### src/rtl/audio_pkg.sv
// Shared audio constants, FSM state type and small helpers for the PWM audio output path.
package audio_pkg;

    localparam int         SAMPLE_W = 8;
    localparam logic [7:0] MIDSCALE = 8'h80;

    typedef enum logic [1:0] {
        IDLE    = 2'd0,
        PLAY    = 2'd1,
        STARVED = 2'd2
    } state_e;

    function automatic logic [7:0] sat_inc8(input logic [7:0] v);
        return (v == 8'hFF) ? v : v + 8'd1;
    endfunction

endpackage

### src/rtl/sample_pwm_out_if.sv
// Sample stream handshake from the synthesizer into the PWM output block.
interface sample_pwm_out_if #(
    parameter int SAMPLE_W = audio_pkg::SAMPLE_W
);
    logic [SAMPLE_W-1:0] sample_in;
    logic                sample_valid;
    logic                sample_ready;

    modport master (output sample_in, output sample_valid, input sample_ready);
    modport slave  (input sample_in, input sample_valid, output sample_ready);
endinterface

### src/rtl/sample_fifo.sv
// Small power-of-two sample FIFO; head is presented combinationally, reset is synchronous active-low.
module sample_fifo #(
    parameter int W     = 8,
    parameter int DEPTH = 4
) (
    input  logic                       clk,
    input  logic                       rst_n,
    input  logic                       push_i,
    input  logic [W-1:0]               wdata_i,
    input  logic                       pop_i,
    output logic [W-1:0]               rdata_o,
    output logic                       full_o,
    output logic                       empty_o,
    output logic [$clog2(DEPTH):0]     level_o
);
    localparam int AW = $clog2(DEPTH);

    logic [W-1:0]  mem_q [DEPTH];
    logic [AW-1:0] wr_ptr_q, rd_ptr_q;
    logic [AW:0]   level_q, level_d;
    logic          push_ok_s, pop_ok_s;

    assign full_o    = (level_q == (AW+1)'(DEPTH));
    assign empty_o   = (level_q == '0);
    assign level_o   = level_q;
    assign rdata_o   = mem_q[rd_ptr_q];
    assign push_ok_s = push_i & ~full_o;
    assign pop_ok_s  = pop_i & ~empty_o;

    // Occupancy next-state; a simultaneous push and pop leaves it unchanged.
    always_comb begin
        level_d = level_q;
        case ({push_ok_s, pop_ok_s})
            2'b10:   level_d = level_q + (AW+1)'(1);
            2'b01:   level_d = level_q - (AW+1)'(1);
            default: level_d = level_q;
        endcase
    end

    // Pointers and occupancy.
    always_ff @(posedge clk) begin
        if (!rst_n) begin
            wr_ptr_q <= '0;
            rd_ptr_q <= '0;
            level_q  <= '0;
        end else begin
            if (push_ok_s) wr_ptr_q <= wr_ptr_q + AW'(1);
            if (pop_ok_s)  rd_ptr_q <= rd_ptr_q + AW'(1);
            level_q <= level_d;
        end
    end

    // Storage; contents are meaningless once the pointers are cleared.
    always_ff @(posedge clk) begin
        if (push_ok_s) mem_q[wr_ptr_q] <= wdata_i;
    end

endmodule

### src/rtl/sample_pwm_out.sv
// Buffered sample-to-PWM audio output with starvation tracking.
// Optional macro UNDERRUN_HOLD_EN: hold the last played duty while starved instead of midscale.
module sample_pwm_out #(
    parameter int SAMPLE_W   = audio_pkg::SAMPLE_W,
    parameter int FIFO_DEPTH = 4
) (
    input  logic                          clk,
    input  logic                          rst_n,
    sample_pwm_out_if.slave               s_if,
    output logic                          pwm_out,
    output logic [$clog2(FIFO_DEPTH):0]   fifo_level,
    output logic [7:0]                    underrun_cnt
);
    import audio_pkg::*;

    localparam logic [SAMPLE_W-1:0] CNT_MAX = '1;
    localparam logic [SAMPLE_W-1:0] MID_L   = (SAMPLE_W == 8) ? SAMPLE_W'(MIDSCALE)
                                                              : {1'b1, {(SAMPLE_W-1){1'b0}}};

    state_e              state_q, state_d;
    logic [SAMPLE_W-1:0] cnt_q, cnt_d;
    logic [SAMPLE_W-1:0] duty_q, duty_d;
    logic [7:0]          under_q, under_d;
    logic                pwm_q, pwm_d;

    logic                push_s, pop_s, full_s, empty_s;
    logic [SAMPLE_W-1:0] head_s, starve_duty_s;

    assign s_if.sample_ready = rst_n & ~full_s;
    assign push_s            = s_if.sample_valid & s_if.sample_ready;
    assign pwm_out           = pwm_q;
    assign underrun_cnt      = under_q;

`ifdef UNDERRUN_HOLD_EN
    assign starve_duty_s = duty_q;
`else
    assign starve_duty_s = MID_L;
`endif

    sample_fifo #(
        .W     (SAMPLE_W),
        .DEPTH (FIFO_DEPTH)
    ) u_fifo (
        .clk     (clk),
        .rst_n   (rst_n),
        .push_i  (push_s),
        .wdata_i (s_if.sample_in),
        .pop_i   (pop_s),
        .rdata_o (head_s),
        .full_o  (full_s),
        .empty_o (empty_s),
        .level_o (fifo_level)
    );

    // Player FSM: decisions see FIFO state before any same-cycle push.
    always_comb begin
        state_d = state_q;
        cnt_d   = cnt_q;
        duty_d  = duty_q;
        under_d = under_q;
        pop_s   = 1'b0;
        pwm_d   = (cnt_q < duty_q);
        case (state_q)
            IDLE: begin
                cnt_d  = '0;
                duty_d = '0;
                if (!empty_s) begin
                    pop_s   = 1'b1;
                    duty_d  = head_s;
                    state_d = PLAY;
                end else begin
                    state_d = IDLE;
                end
            end
            PLAY, STARVED: begin
                cnt_d = cnt_q + SAMPLE_W'(1);
                if (cnt_q == CNT_MAX) begin
                    if (!empty_s) begin
                        pop_s   = 1'b1;
                        duty_d  = head_s;
                        state_d = PLAY;
                    end else begin
                        duty_d  = starve_duty_s;
                        under_d = sat_inc8(under_q);
                        state_d = STARVED;
                    end
                end else begin
                    state_d = state_q;
                end
            end
            default: begin
                state_d = IDLE;
                cnt_d   = '0;
                duty_d  = '0;
            end
        endcase
    end

    // State, counter, duty, output and underrun registers.
    always_ff @(posedge clk) begin
        if (!rst_n) begin
            state_q <= IDLE;
            cnt_q   <= '0;
            duty_q  <= '0;
            under_q <= 8'd0;
            pwm_q   <= 1'b0;
        end else begin
            state_q <= state_d;
            cnt_q   <= cnt_d;
            duty_q  <= duty_d;
            under_q <= under_d;
            pwm_q   <= pwm_d;
        end
    end

endmodule

### src/flat_wrapper.sv
// flat-port wrapper written by rule: the top's interface ports become plain ports
module sample_pwm_out_flat import audio_pkg::*;
#(
    parameter int SAMPLE_W   = audio_pkg::SAMPLE_W,
    parameter int FIFO_DEPTH = 4
)
  (clk, rst_n, pwm_out, fifo_level, underrun_cnt, s_if_sample_in, s_if_sample_valid, s_if_sample_ready);
  sample_pwm_out_if #(.SAMPLE_W(SAMPLE_W)) s_if_i ();
  input  logic clk;
  input  logic rst_n;
  output logic pwm_out;
  output logic [$clog2(FIFO_DEPTH):0] fifo_level;
  output logic [7:0] underrun_cnt;
  input wire logic [$bits(s_if_i.sample_in)-1:0] s_if_sample_in;
  input wire logic [$bits(s_if_i.sample_valid)-1:0] s_if_sample_valid;
  output wire logic [$bits(s_if_i.sample_ready)-1:0] s_if_sample_ready;
  assign s_if_i.sample_in = s_if_sample_in;
  assign s_if_i.sample_valid = s_if_sample_valid;
  assign s_if_sample_ready = s_if_i.sample_ready;
  sample_pwm_out #(.SAMPLE_W(SAMPLE_W), .FIFO_DEPTH(FIFO_DEPTH)) u_core (.clk(clk), .rst_n(rst_n), .s_if(s_if_i), .pwm_out(pwm_out), .fifo_level(fifo_level), .underrun_cnt(underrun_cnt));
endmodule
### config.mk
export PLATFORM = sky130hd
export DESIGN_NAME = sample_pwm_out_flat
export DESIGN_NICKNAME = d
export VERILOG_FILES = /design/src/rtl/audio_pkg.sv /design/src/rtl/sample_pwm_out_if.sv /design/src/rtl/sample_fifo.sv /design/src/rtl/sample_pwm_out.sv /design/src/flat_wrapper.sv
export SDC_FILE = /design/constraint.sdc
export NUM_CORES = 1
export LEC_CHECK = 0
export CORE_AREA = 2 2 85 87
export DETAILED_ROUTE_END_ITERATION = 6
export DIE_AREA = 0 0 87 89
export GPL_TIMING_DRIVEN = 0
export PLACE_DENSITY_LB_ADDON = 0.3
export SLEW_MARGIN = 20
export SYNTH_ARGS = -nofsm -noshare
export SYNTH_HDL_FRONTEND = slang
export SYNTH_HIERARCHICAL = 1
export SYNTH_SLANG_ARGS = --single-unit
export TNS_END_PERCENT = 30
### constraint.sdc
create_clock -name clk -period 5.1 [get_ports clk]
set_clock_uncertainty 0.1 [all_clocks]
set_input_delay 1.02 -clock clk [delete_from_list [all_inputs] [get_ports clk]]
set_output_delay 1.02 -clock clk [all_outputs]
set_load 0.05 [all_outputs]
## After elaboration in Yosys (flattened, before gate mapping)

Memories as Yosys holds them, arrays and structs flattened. A register that Yosys moved wholly into a read port is not among the register bits.
Index checks and enable logic that the tools add are counted.

- Add/sub/neg operators: 6
- Magnitude comparators: 1
- Equality and inequality tests: 8
- Multiplexer cells: 16
- Bitwise operators: 7
- Reduce and logical (&&, ||, !) cells: 6

Operator list:

| cell | count |
|---|---|
| 8-bit 2-to-1 mux | 3 |
| 8-bit by 1-bit adder with 8-bit output, second input constant | 2 |
| 8-bit equality test, second input constant | 2 |
| 8-bit one-hot mux with 2 select lines | 1 |
| 8-bit < comparator | 1 |
| 2-bit 2-to-1 mux | 4 |
| 3-bit one-hot mux with 2 select lines | 1 |
| 1-bit 2-to-1 mux | 5 |
| 2-bit by 1-bit adder with 2-bit output, second input constant | 2 |
| 1-bit AND | 4 |
| 2-bit by 1-bit equality test with 1-bit output, second input constant | 2 |
| 2-bit equality test, second input constant | 2 |
| 2-bit one-hot mux with 2 select lines | 1 |
| 4-bit AND reduction | 1 |
| 3-bit by 1-bit adder with 3-bit output, second input constant | 1 |
| 3-bit equality test, second input constant | 1 |
| 3-bit zero test | 1 |
| 1-bit NOT | 3 |
| 3-bit by 1-bit subtractor with 3-bit output, second input constant | 1 |
| 2-bit zero test | 1 |
| 2-bit by 1-bit != test with 1-bit output, second input constant | 1 |
| 1-bit one-hot mux with 2 select lines | 1 |
| 2-bit AND reduction | 1 |
| 2-bit nonzero test | 1 |
| 2-bit OR reduction | 1 |

- Flip-flop bits (word level): 34
- RAM bits: 32
- Bits of input ports: 11
- Output and inout bits: 13
- Logic and storage cells: 53
- Memories kept: 1

Memories:

| name | words | width | rd ports | clocked after memory_dff | wr ports | line | text |
|---|---|---|---|---|---|---|---|
| u_core.u_fifo.mem_q | 4 | 8 | 1 | 1 | 1 | sample_fifo.sv:18 | `logic [W-1:0] mem_q [DEPTH];` |

## Logic depth before layout (Yosys ltp)

Gate-level depths: netlist of the first run.

- Depth in word-level cells: 7
- Depth in mapped cells: 12
- Gate-level depth less buffers: 11

## Modules after synthesis

Netlist of the first run, hierarchy kept.

Modules (own cells, without submodules):

| module | times used | cells an instance | area each (um^2) | sequential area each (um^2) |
|---|---|---|---|---|
| sample_fifo | 1 | 96 | 1,644.1 | 1,141.1 |
| sample_pwm_out | 1 | 149 | 1,371.3 | 540.5 |

## Worst setup path before layout of the first run

OpenSTA, ideal clock, no wires.

- Path type: input-to-reg
- From: input port rst_n
- To: register u_core.u_fifo.level_q[2], in the netlist u_core/u_fifo/level_o[2]
- Arrival time: 3.376 ns
- Path slack: 1.554 ns
- Cell stages on the path: 12
- Buffers on the path: 1
- Cell sequence: clkinv_1 nor2_1 and2_1 nor2b_1 buf_2 inv_2 ha_1 inv_1 fa_1 xor2_1 or3_1 a21boi_1

- Longest elaborated chain between the ends: 5

RTL lines:

| element | line | text |
|---|---|---|
| start: declaration | flat_wrapper.sv:10 | `input logic rst_n;` |
| 1-bit AND * | sample_pwm_out.sv:29 | `assign s_if.sample_ready = rst_n & ~full_s;` |
| via s_if_sample_ready | flat_wrapper.sv:16 | `output wire logic [$bits(s_if_i.sample_ready)-1:0] s_if_sample_ready;` |
| 1-bit AND * | sample_pwm_out.sv:30 | `assign push_s = s_if.sample_valid & s_if.sample_ready;` |
| via u_core.push_s | sample_pwm_out.sv:26 | `logic push_s, pop_s, full_s, empty_s;` |
| 1-bit AND * | sample_fifo.sv:27 | `assign push_ok_s = push_i & ~full_o;` |
| 2-bit by 1-bit equality test with 1-bit output / 2-bit equality test (equally long branches) | sample_fifo.sv:33 | `case ({push_ok_s, pop_ok_s})` |
| 3-bit one-hot mux with 2 select lines / 2-bit nonzero test (equally long branches) | - |  |
| end signal: assignment | sample_fifo.sv:49 | `level_q <= level_d;` |
| end: declaration | sample_fifo.sv:20 | `logic [AW:0] level_q, level_d;` |

Mark *: on every way through the listed nets, which the timed path passes. The rest lies on a longest branch.
A chain may end at the register's enable or synchronous reset.

## Worst setup path in the final report of the first run

- From: input port rst_n
- To: output port s_if_sample_ready

- Longest elaborated chain between the ends: 1

RTL lines:

| element | line |
|---|---|
| 1-bit AND | sample_pwm_out.sv:29 |
| end: declaration | flat_wrapper.sv:16 |

No other way between the ends.

==> results.md, run 1 <==
* Seq/Total Area, Yosys at a little under three fifths
* Largest net degree at the start of global routing at 14
* Syn Area/Cell at 12.3 um^2
* Port bufs at 23
* Worst skew pair latency at 350 ps
* # DRC at 0
* Commonest cells post-synth: 36 x dfxtp_1, 32 x edfxtp_1, 17 x inv_1, 16 x ha_1, 14 x nand2_1
* Overall Global Routing Usage at 15.1%
* Placed Cells at 348
* Most used DFF post-synth: dfxtp_1
* Max-cap violations at 0
* Syn Std Cell Area at ~3000 um^2
* Period utilization at 82.4%
* Required time worst endpoint at 3980 ps
* Htree depth at 3
* Internal Pwr Total at 0.977 mW
* Switching power at 0.421 mW
* Die Span Y at 89 um
* Worst path cell trace: clkdlybuf4s50_1 > clkinv_1 > nor2_1 > clkdlybuf4s50_1
* CP endpoint kind: primary output
* Core Region at around 6700 um^2
* Max-slew violation total from the final report at 0
* Startpoint class of the critical path: primary input
* Hold Path Class: register to register
* DRT Wirelength at 5160 um
* Final hold vios at 0
* Via density at 5.31
* Io pins at 24
* Remaining global-route overflow at 0
* Worst Path Max Fanout at 10
* Synth top area share at 31.9%
* Post-Syn Instances at 245
* Synth warn at 6
* Yosys top cell by area: edfxtp_1
* Crit Path Class: primary input to primary output
* Initial antenna violation count at 0
* P_leak at 1.22 nW
* Hold Buf Count CTS at 0
* CTS Buffer Depth at 2
* First-pass GRT wire length at 8660 um
* Comb power frac at 22.2%
* Yosys reg bits at between 60 and 70
* Clock share of power at 31.6%
* Num rows at 30
* DPL Wire Length at approximately 3400 um
* Inserted Diodes at 0
* Placer Congestion at 0.801
* Worst Tran Pin Value at a little under 900 ps
* Post-synth EDFFs at 32
* Post-CTS sizing at 0
* Run status: finished, final reports clean
* VDD IR-drop max at 0.192 mV
* Worst slew margin at between 40% and 50%
* Area contributors post-synth: edfxtp_1 32%, dfxtp_1 24%, ha_1 6.6%, mux4_2 6.0%, inv_1 2.1%
* Switching Fraction at 30.1%
* Final ANT Viol Nets at 0
* Layout cells sized above 1 at 12.3%
* Hold slack at 380 ps
* Cell mode on critical path: clkdlybuf4s50_1
* CTS clk-pin slew, worst paths at 70 ps
* Post-synthesis cell type count at 43
* Period minus WS final at between 4000 and 5000 ps
* Final setup viols at 0
* Achievable Freq at 0.238 GHz
* Clock Sinks at 68
* CTS Buf Count at 9
* CP peak stage delay at 820 ps
* Post-synth ARST share at 0%
* Area of the die at 7740 um^2
* DR vias at 1933
* Synth-to-layout area growth at 17.6%
* CTS tree: built
* Arrival @ worst endpoint at 3080 ps
* Setup slack, reg-to-reg at 1920 ps
* Setup bufs post-CTS at 0
* CP bufs+invs at 3
* Initial Utilization at between 40% and 50%
* Layout Nets at 307
* Critical path depth at 4
* Post-route insts no fill at 364
* Slowest cell on crit path: clkdlybuf4s50_1
* Drt initial violations at 85
* Syn Nets at 273
* Worst hold path depth at 1
* Critical path's top delay family: buffers and inverters
* Sequential power share at 46.2%
* Vias in the first global route at approximately 1.8k
* Die Wd at 87 um
* CTS root buffer: clkbuf_8
* Drt first pass iters at 4
* Setup TNS at 0 ps
* PD cells at about 390 nW/um^2
* Worst r2r path cells at 12
* Most common cell in the netlist: dfxtp_1
* Wire length per cell at between 10 and 15 um
* Unrepaired setup endpoints after global routing: false
-- power by group through the flow --
stage | Combinational [mW] | Clock (mW) | Sequential [mW]
2_1_floorplan | 0.209 | 0 | 0.682
3_3_place_gp | 0.307 | 0 | 0.656
3_5_place_dp | 0.310 | 0 | 0.658
4_1_cts | 0.314 | 0.455 | 0.646
5_1_grt | 0.346 | 0.482 | 0.653
6_report | 0.310 | 0.442 | 0.646
-- metal layers --
| layer | track usage [%] | vias to the layer above | wire [um] |
|---|---|---|---|
| met1 | 19.3 | 929 | 2490 |
| li1 | - | 968 | - |
| met5 | 0 | - | 0 |
| met4 | 9.80 | 0 | 133 |
| met2 | 23.0 | 22 | 2420 |
| met3 | 3.60 | 14 | 119 |
-- cell usage in the layout, fill, tap and decap left out, types with 8 or more instances in the layout --
master / instances
a21oi_1: 12
and2_1: 8
clkbuf_8: 9
clkdlybuf4s50_1: 23
dfxtp_1: 36
edfxtp_1: 32
ha_1: 16
inv_1: 17
mux4_2: 8
nand2_1: 14
nor2_1: 11
-- flip-flops by register name (all words and copies together), names as in the netlist, 2 cells and up, named ones only --
signal,cells
u_core/u_fifo/level_o,3
u_core/cnt_q,8
u_core/underrun_cnt,8
u_core/state_q,2
u_core/u_fifo/wr_ptr_q,2
u_core/u_fifo/rd_ptr_q,2
u_core/duty_q,8
u_core/u_fifo/mem_q,32
-- stage by stage --
step                      setup WS, ps  instance area (um^2)  utilization (%)  power, mW
final                              897                  3540             52.8       1.40
after global routing               775                  3540             52.8       1.48
after CTS                          866                  3540             52.8       1.42
after detailed placement           890                  3350             49.8      0.969
after global placement             883                  3350             49.8      0.963
after floorplan                   1550                  3020                -      0.891
-- final timing paths --
check / start / to
min reg2reg: u_core/duty_q[2] / u_core/duty_q[2]
min: u_core/duty_q[2] / u_core/duty_q[2]
max: rst_n / s_if_sample_ready
max reg2reg: u_core/cnt_q[0] / u_core/u_fifo/level_o[2]
-- worst reg2reg max path: stages, from the launching register on --
cell and delay (ps):
dfxtp_1 430, ha_1 270, and3_1 170, buf_2 190
a31oi_1 130, nor3_1 310, nor2b_1 280, ha_1 220
inv_1 60, fa_1 370, xor2_1 160, or3_1 310
a21boi_1 140
-- cells by family after synthesis --
logic type,share of synthesized area (%)
and+or+nand+nor,13.9
DFF,55.8
AOI/OAI and AO/OA,10.2
buffers and inverters,3.90
adders and majority gates,7.30
muxes,6.64
xor gates and xnor gates,2.32
-- area by class of cell --
cell class,count,area [um^2]
buffer,9,46.3
clock buffer,9,124
clock inverter,7,75.1
fill,573,3170
inverter,19,71.3
multi-input combinational,149,1220
sequential,68,1680
tap,80,100
timing repair buffer,23,230
Power figures use the tool's default switching activity.
==> inputs of run 2 (changes only) <==
clock period = 4.15 ns   (was 5.1 ns; I/O delays follow)
==> results of run 2 <==
Same layout as run 1 (identical final DEF). Status: finished, final reports clean.
Among the figures that moved: setup slack after placement 890 ps -> 320 ps; setup slack after layout 897 ps -> 327 ps; register-to-register setup slack 1920 ps -> 970 ps; total power 1.40 mW -> 1.72 mW; worst IR drop on VDD 0.192 mV -> 0.236 mV
